==> config.mk <==
export PLATFORM = sky130hd
export DESIGN_NAME = pad_ip_mux
export DESIGN_NICKNAME = d
export VERILOG_FILES = /design/src/rtl/pad_ip_mux.sv
export SDC_FILE = /design/constraint.sdc
export NUM_CORES = 1
export LEC_CHECK = 0
export BUFFER_PORTS_ARGS = -buffer_cell sky130_fd_sc_hd__buf_2
export CAP_MARGIN = 20
export CORE_AREA = 2 2 320 322
export CTS_CLUSTER_DIAMETER = 120
export DETAILED_ROUTE_END_ITERATION = 7
export DIE_AREA = 0 0 322 324
export SLEW_MARGIN = 30
export SYNTH_ARGS = -nofsm -noshare
export SYNTH_HDL_FRONTEND = slang
export SYNTH_SLANG_ARGS = --single-unit
==> constraint.sdc <==
create_clock -name clk -period 2.8 [get_ports clk]
set_clock_uncertainty 0.15 [all_clocks]
set_input_delay 0.42 -clock clk [delete_from_list [all_inputs] [get_ports clk]]
set_output_delay 0.42 -clock clk [all_outputs]
set_load 0.1 [all_outputs]
==> src/rtl/pad_ip_mux.sv <==
// pad_ip_mux: pad-ring selector between the chip pads and the hosted IP cores.
// Synchronises raw pad inputs and strap pins, qualifies a stable strap value,
// holds every IP in reset for a fixed time, then drives the pads from the
// selected IP's output/OE slice until the next reset.
// Optional build macro PAD_MUX_SELCHK_EN: an out-of-range strap parks the block
// in a sticky ERROR state and raises err_o instead of falling back to IP 0.
module pad_ip_mux #(
    parameter int PAD_W       = 82,
    parameter int NUM_IP      = 3,
    parameter int SEL_W       = 2,
    parameter int SYNC_STAGES = 2,
    parameter int SAMPLE_CYC  = 16,
    parameter int RST_HOLD    = 8
) (
    input  logic                     clk,
    input  logic                     rst,
    input  logic [SEL_W-1:0]         strap_i,
    input  logic [PAD_W-1:0]         io_pad_i,
    output logic [PAD_W-1:0]         io_pad_o,
    output logic [PAD_W-1:0]         io_pad_oe,
    output logic [PAD_W-1:0]         ip_pad_i,
    input  logic [NUM_IP*PAD_W-1:0]  ip_pad_o,
    input  logic [NUM_IP*PAD_W-1:0]  ip_pad_oe,
    output logic [NUM_IP-1:0]        ip_rst_o,
    output logic [SEL_W-1:0]         sel_o,
    output logic                     locked_o
`ifdef PAD_MUX_SELCHK_EN
    ,
    output logic                     err_o
`endif
);

    localparam int CNT_W  = (SAMPLE_CYC > 1) ? $clog2(SAMPLE_CYC) : 1;
    localparam int HCNT_W = (RST_HOLD > 1) ? $clog2(RST_HOLD) : 1;
    localparam logic [CNT_W-1:0]  CNT_LAST  = CNT_W'(SAMPLE_CYC - 1);
    localparam logic [HCNT_W-1:0] HCNT_LAST = HCNT_W'(RST_HOLD - 1);

    localparam logic [1:0] ST_SAMPLE  = 2'd0;
    localparam logic [1:0] ST_RELEASE = 2'd1;
    localparam logic [1:0] ST_LOCKED  = 2'd2;
`ifdef PAD_MUX_SELCHK_EN
    localparam logic [1:0] ST_ERROR   = 2'd3;
`endif

    logic [PAD_W-1:0]  pad_sync   [SYNC_STAGES];
    logic [SEL_W-1:0]  strap_sync [SYNC_STAGES];
    logic [SEL_W-1:0]  strap_s;
    logic [SEL_W-1:0]  cand;
    logic [CNT_W-1:0]  cnt;
    logic [HCNT_W-1:0] hcnt;
    logic [1:0]        state;
    logic              cand_ok;
    logic [PAD_W-1:0]  sel_pad_o;
    logic [PAD_W-1:0]  sel_pad_oe;

    // Multi-flop synchronisers for the raw pads and strap pins.
    always_ff @(posedge clk) begin
        if (rst) begin
            for (int i = 0; i < SYNC_STAGES; i++) begin
                pad_sync[i]   <= '0;
                strap_sync[i] <= '0;
            end
        end else begin
            pad_sync[0]   <= io_pad_i;
            strap_sync[0] <= strap_i;
            for (int i = 1; i < SYNC_STAGES; i++) begin
                pad_sync[i]   <= pad_sync[i-1];
                strap_sync[i] <= strap_sync[i-1];
            end
        end
    end

    assign ip_pad_i = pad_sync[SYNC_STAGES-1];
    assign strap_s  = strap_sync[SYNC_STAGES-1];
    assign cand_ok  = (int'(cand) < NUM_IP);

    // Pick the output/OE slice of the latched IP.
    always_comb begin
        sel_pad_o  = '0;
        sel_pad_oe = '0;
        for (int k = 0; k < NUM_IP; k++) begin
            if (sel_o == SEL_W'(k)) begin
                sel_pad_o  = ip_pad_o[k*PAD_W +: PAD_W];
                sel_pad_oe = ip_pad_oe[k*PAD_W +: PAD_W];
            end
        end
    end

    // Strap qualification, IP reset sequencing and registered pad drive.
    always_ff @(posedge clk) begin
        if (rst) begin
            state     <= ST_SAMPLE;
            cand      <= '0;
            cnt       <= '0;
            hcnt      <= '0;
            sel_o     <= '0;
            locked_o  <= 1'b0;
            ip_rst_o  <= '1;
            io_pad_o  <= '0;
            io_pad_oe <= '0;
`ifdef PAD_MUX_SELCHK_EN
            err_o     <= 1'b0;
`endif
        end else begin
            // Pads stay tri-stated unless LOCKED overrides below.
            io_pad_o  <= '0;
            io_pad_oe <= '0;
            case (state)
                ST_SAMPLE: begin
                    if (strap_s != cand) begin
                        cand <= strap_s;
                        cnt  <= '0;
                    end else if (cnt == CNT_LAST) begin
                        cnt  <= '0;
                        hcnt <= '0;
`ifdef PAD_MUX_SELCHK_EN
                        if (cand_ok) begin
                            sel_o <= cand;
                            state <= ST_RELEASE;
                        end else begin
                            err_o <= 1'b1;
                            state <= ST_ERROR;
                        end
`else
                        // Out-of-range straps fall back to IP 0.
                        sel_o <= cand_ok ? cand : '0;
                        state <= ST_RELEASE;
`endif
                    end else begin
                        cnt <= cnt + 1'b1;
                    end
                end
                ST_RELEASE: begin
                    if (hcnt == HCNT_LAST) begin
                        hcnt     <= '0;
                        state    <= ST_LOCKED;
                        locked_o <= 1'b1;
                        ip_rst_o <= ~(NUM_IP'(1) << sel_o);
                    end else begin
                        hcnt <= hcnt + 1'b1;
                    end
                end
                ST_LOCKED: begin
                    io_pad_o  <= sel_pad_o;
                    io_pad_oe <= sel_pad_oe;
                end
`ifdef PAD_MUX_SELCHK_EN
                ST_ERROR: begin
                    err_o <= 1'b1;
                end
`endif
                default: begin
                    state <= ST_SAMPLE;
                end
            endcase
        end
    end

endmodule

==> results by group <==
Outcome
  • Status: completed

GRT
  • Remaining Overflow, GRT: 0
  • Total GRT Usage: 0.109
  • Largest net degree at the start of global routing: 169
  • Vias in the first global route: 13,100
  • First-pass GRT wire length: 83,400 um
  • Initial antenna violation count: 23

Worst setup path
  • CP Capture Type: primary output
  • R2r worst-path depth: 4
  • CP Max Fanout: 11
  • Setup slack, reg-to-reg: 0.81 ns
  • R2R Path Start: sel_o[0]$_SDFFE_PP0P_
  • Startpoint Class: flip-flop
  • FF-to-FF End: io_pad_oe[45]$_SDFF_PP0_
  • Arrival time of the worst setup path: 1.83 ns
  • Slowest stage cell, crit path: dfxtp_4
  • Worst path cell trace: buf_4 -> buf_2
  • Worst Path Required: 2.23 ns
  • Max stage delay on crit path: 0.49 ns
  • WS Path Type: flip-flop to primary output

Layout
  • Commonest non-fill, non-tap cell in the layout: buf_2
  • Final nets: 2,971
  • Most frequent cells in the layout: buf_2 (828), dfxtp_1 (347), dlygate4sd3_1 (249)
  • Design Area, Final: 22,700 um2
  • Post-layout utilization of the core: 0.225
  • Synthesis-to-finish area growth: 63.9%
  • Layout cells sized above 1: 0.399

Synthesis
  • Synth warnings: 0
  • Synth area leader: dfxtp_1
  • Syn_area_per_cell: 9.77 um2
  • Top cells by area, synth: dfxtp_1 (50%), mux2i_1 (12%), nor2b_1 (7.8%)
  • EDFF count, synth: 0
  • Netlist cell types: 36
  • Syn nets: 2,000
  • Syn Inst Count: 1,419
  • Synth top area share: 0.504
  • Asr flop ratio synth: 0
  • Post-Syn Area: 13,900 um2
  • Sequential area share after synthesis: 0.504
  • Most used flip-flop cell after synthesis: dfxtp_1
  • #FFs+latches synth: 349

Detailed routing
  • TritonRoute pass-1 iters: 4
  • Drt wl/cell: 16.5 um
  • Antenna Violating Nets Remaining: 0
  • Via count: 13,200
  • Vias per inst: 3.52
  • Detailed-route DRC error count: 0
  • Initial DRC Count: 600
  • Final wirelength: 61,800 um

STA
  • Max-slew violation count: 0
  • RSZ-0062 raised after global routing: false
  • Worst-margin pin slew: 0.786 ns
  • Tmin final: 2.40 ns
  • Worst hold slack: 0.0724 ns
  • Setup_tns: 0 ns
  • Slew Limit Headroom: 0.476
  • Fin crit share: 0.859
  • Hold Fails Final Rpt: 0
  • # setup viols final: 0
  • Max Clk Rate: 0.416 GHz

Clock tree
  • Post-CTS Setup Repair Bufs: 0
  • H-tree depth: 2
  • CTS tree: done
  • Clk root buf: clkbuf_16
  • Clock buffer count from CTS: 45
  • Clock Path Buffers: 3
  • Cts hold-fix bufs: 249
  • Worst skew pair latency: 0.60 ns
  • Clk sinks: 349
  • Worst-path clk slew: 0.06 ns
  • Post-cts resize count: 0

Placement
  • IO buf count: 829
  • RePlAce Congestion: 0.921
  • Placed Area: 18,700 um2
  • Hpwl dp: 46,800 um

Floorplan
  • DIE AREA: 104,000 um2
  • Chip height: 324 um
  • Core Box Area: 101,000 um2
  • IO Pins: 830
  • Row cnt: 117
  • Die W: 322 um
  • Starting Density: 0.137

Min path
  • HP Class: input port to flip-flop
  • Hold depth: 4
  • Min-Delay Startpoint: ip_pad_o[130]
  • Hold EP: io_pad_o[48]$_SDFF_PP0_

Pwr
  • Lkg Pwr: 9.89 nW
  • Pwr dens: 551 nW/um2
  • Worst vdd ir: 440 uV

Flow run
  • Max-cap violations: 0
-- cells by family (layout without fill, tap and decap cells) --
family,count (synthesis),in the layout,synth area share
buf+inv,184,1189,0.0946
fa+ha+maj,3,3,0.00271
other cells,0,11,0
compound gates,183,183,0.0679
flops,349,349,0.504
simple gates,531,531,0.209
xor+xnor,2,2,0.00126
mux,167,167,0.121
-- synthesized netlist by cell type (2+ instances only) --
cell type,count
clkbuf_1,38
buf_6,4
ha_1,3
nor4b_1,2
nor2_1,2
mux2i_1,166
nand4_1,2
nor2b_1,172
a21oi_1,171
nand3_1,4
or2_0,127
buf_2,38
or2_2,38
buf_12,13
nor3_1,2
nand2_1,173
inv_1,6
xnor2_1,2
buf_4,82
buf_8,2
dfxtp_1,349
nand3b_1,3
o32ai_1,2
nand2b_1,3
o21ai_0,4
-- how the worst max path moves through the flow --
stage | end | cells after the start | slack, ns | start
finish | sel_o[0] | 2 | 0.40 | sel_o[0]$_SDFFE_PP0P_
global route | sel_o[0] | 2 | 0.29 | sel_o[0]$_SDFFE_PP0P_
CTS | sel_o[0] | 2 | 0.30 | sel_o[0]$_SDFFE_PP0P_
detailed placement | io_pad_o[51]$_SDFF_PP0_ | 5 | 0.76 | sel_o[0]$_SDFFE_PP0P_
global placement | io_pad_o[51]$_SDFF_PP0_ | 5 | 0.74 | sel_o[0]$_SDFFE_PP0P_
floorplan | io_pad_oe[59]$_SDFF_PP0_ | 6 | 0.72 | sel_o[0]$_SDFFE_PP0P_
-- worst max-delay path, delay by kind of cell (launching register included) --
family | cells | cell delay (ns)
buffers and inverters | 2 | 0.74
flip-flops | 1 | 0.49
-- flip-flops by register name, summed over array words and instances (netlist names), 2 cells and up --
signal,cells
hcnt,3
pad_sync,164
ip_rst_o,3
cand,2
strap_sync,4
io_pad_o,82
state,2
cnt,4
io_pad_oe,82
sel_o,2
-- metal layers --
metal	vias up	wire, um	track usage
li1	6479	-	-
met1	5960	25000	0.124
met2	615	27800	0.175
met3	125	6600	0.0496
met4	12	2300	0.0484
met5	-	76	0.00972
-- metrics by stage --
stage	power [mW]	std cells	setup WS (ns)
after floorplan	5.88	1419	0.720
after global placement	6.38	3403	0.739
after detailed placement	6.39	3403	0.757
after CTS	12.8	3733	0.297
after global routing	13.0	3742	0.290
final	12.5	3744	0.395
-- layout make-up --
class | count | area [um2]
antenna | 11 | 27.5
clock buffer | 60 | 1230
clock inverter | 21 | 282
fill | 11000 | 78300
inverter | 6 | 22.5
multi-input combinational | 886 | 5580
sequential | 349 | 6990
tap | 1309 | 1640
timing repair buffer | 1102 | 6950
-- report_power, final --
part           total (mW)  internal (mW)  leakage (nW)  switching [mW]
combinational        1.46          0.706          6.30           0.754
clock                5.95           3.45         0.743            2.50
sequential           5.11           5.08          2.85          0.0291
total                12.5           9.23          9.89            3.29
Note: power is estimated with default switching activity, not from simulation.
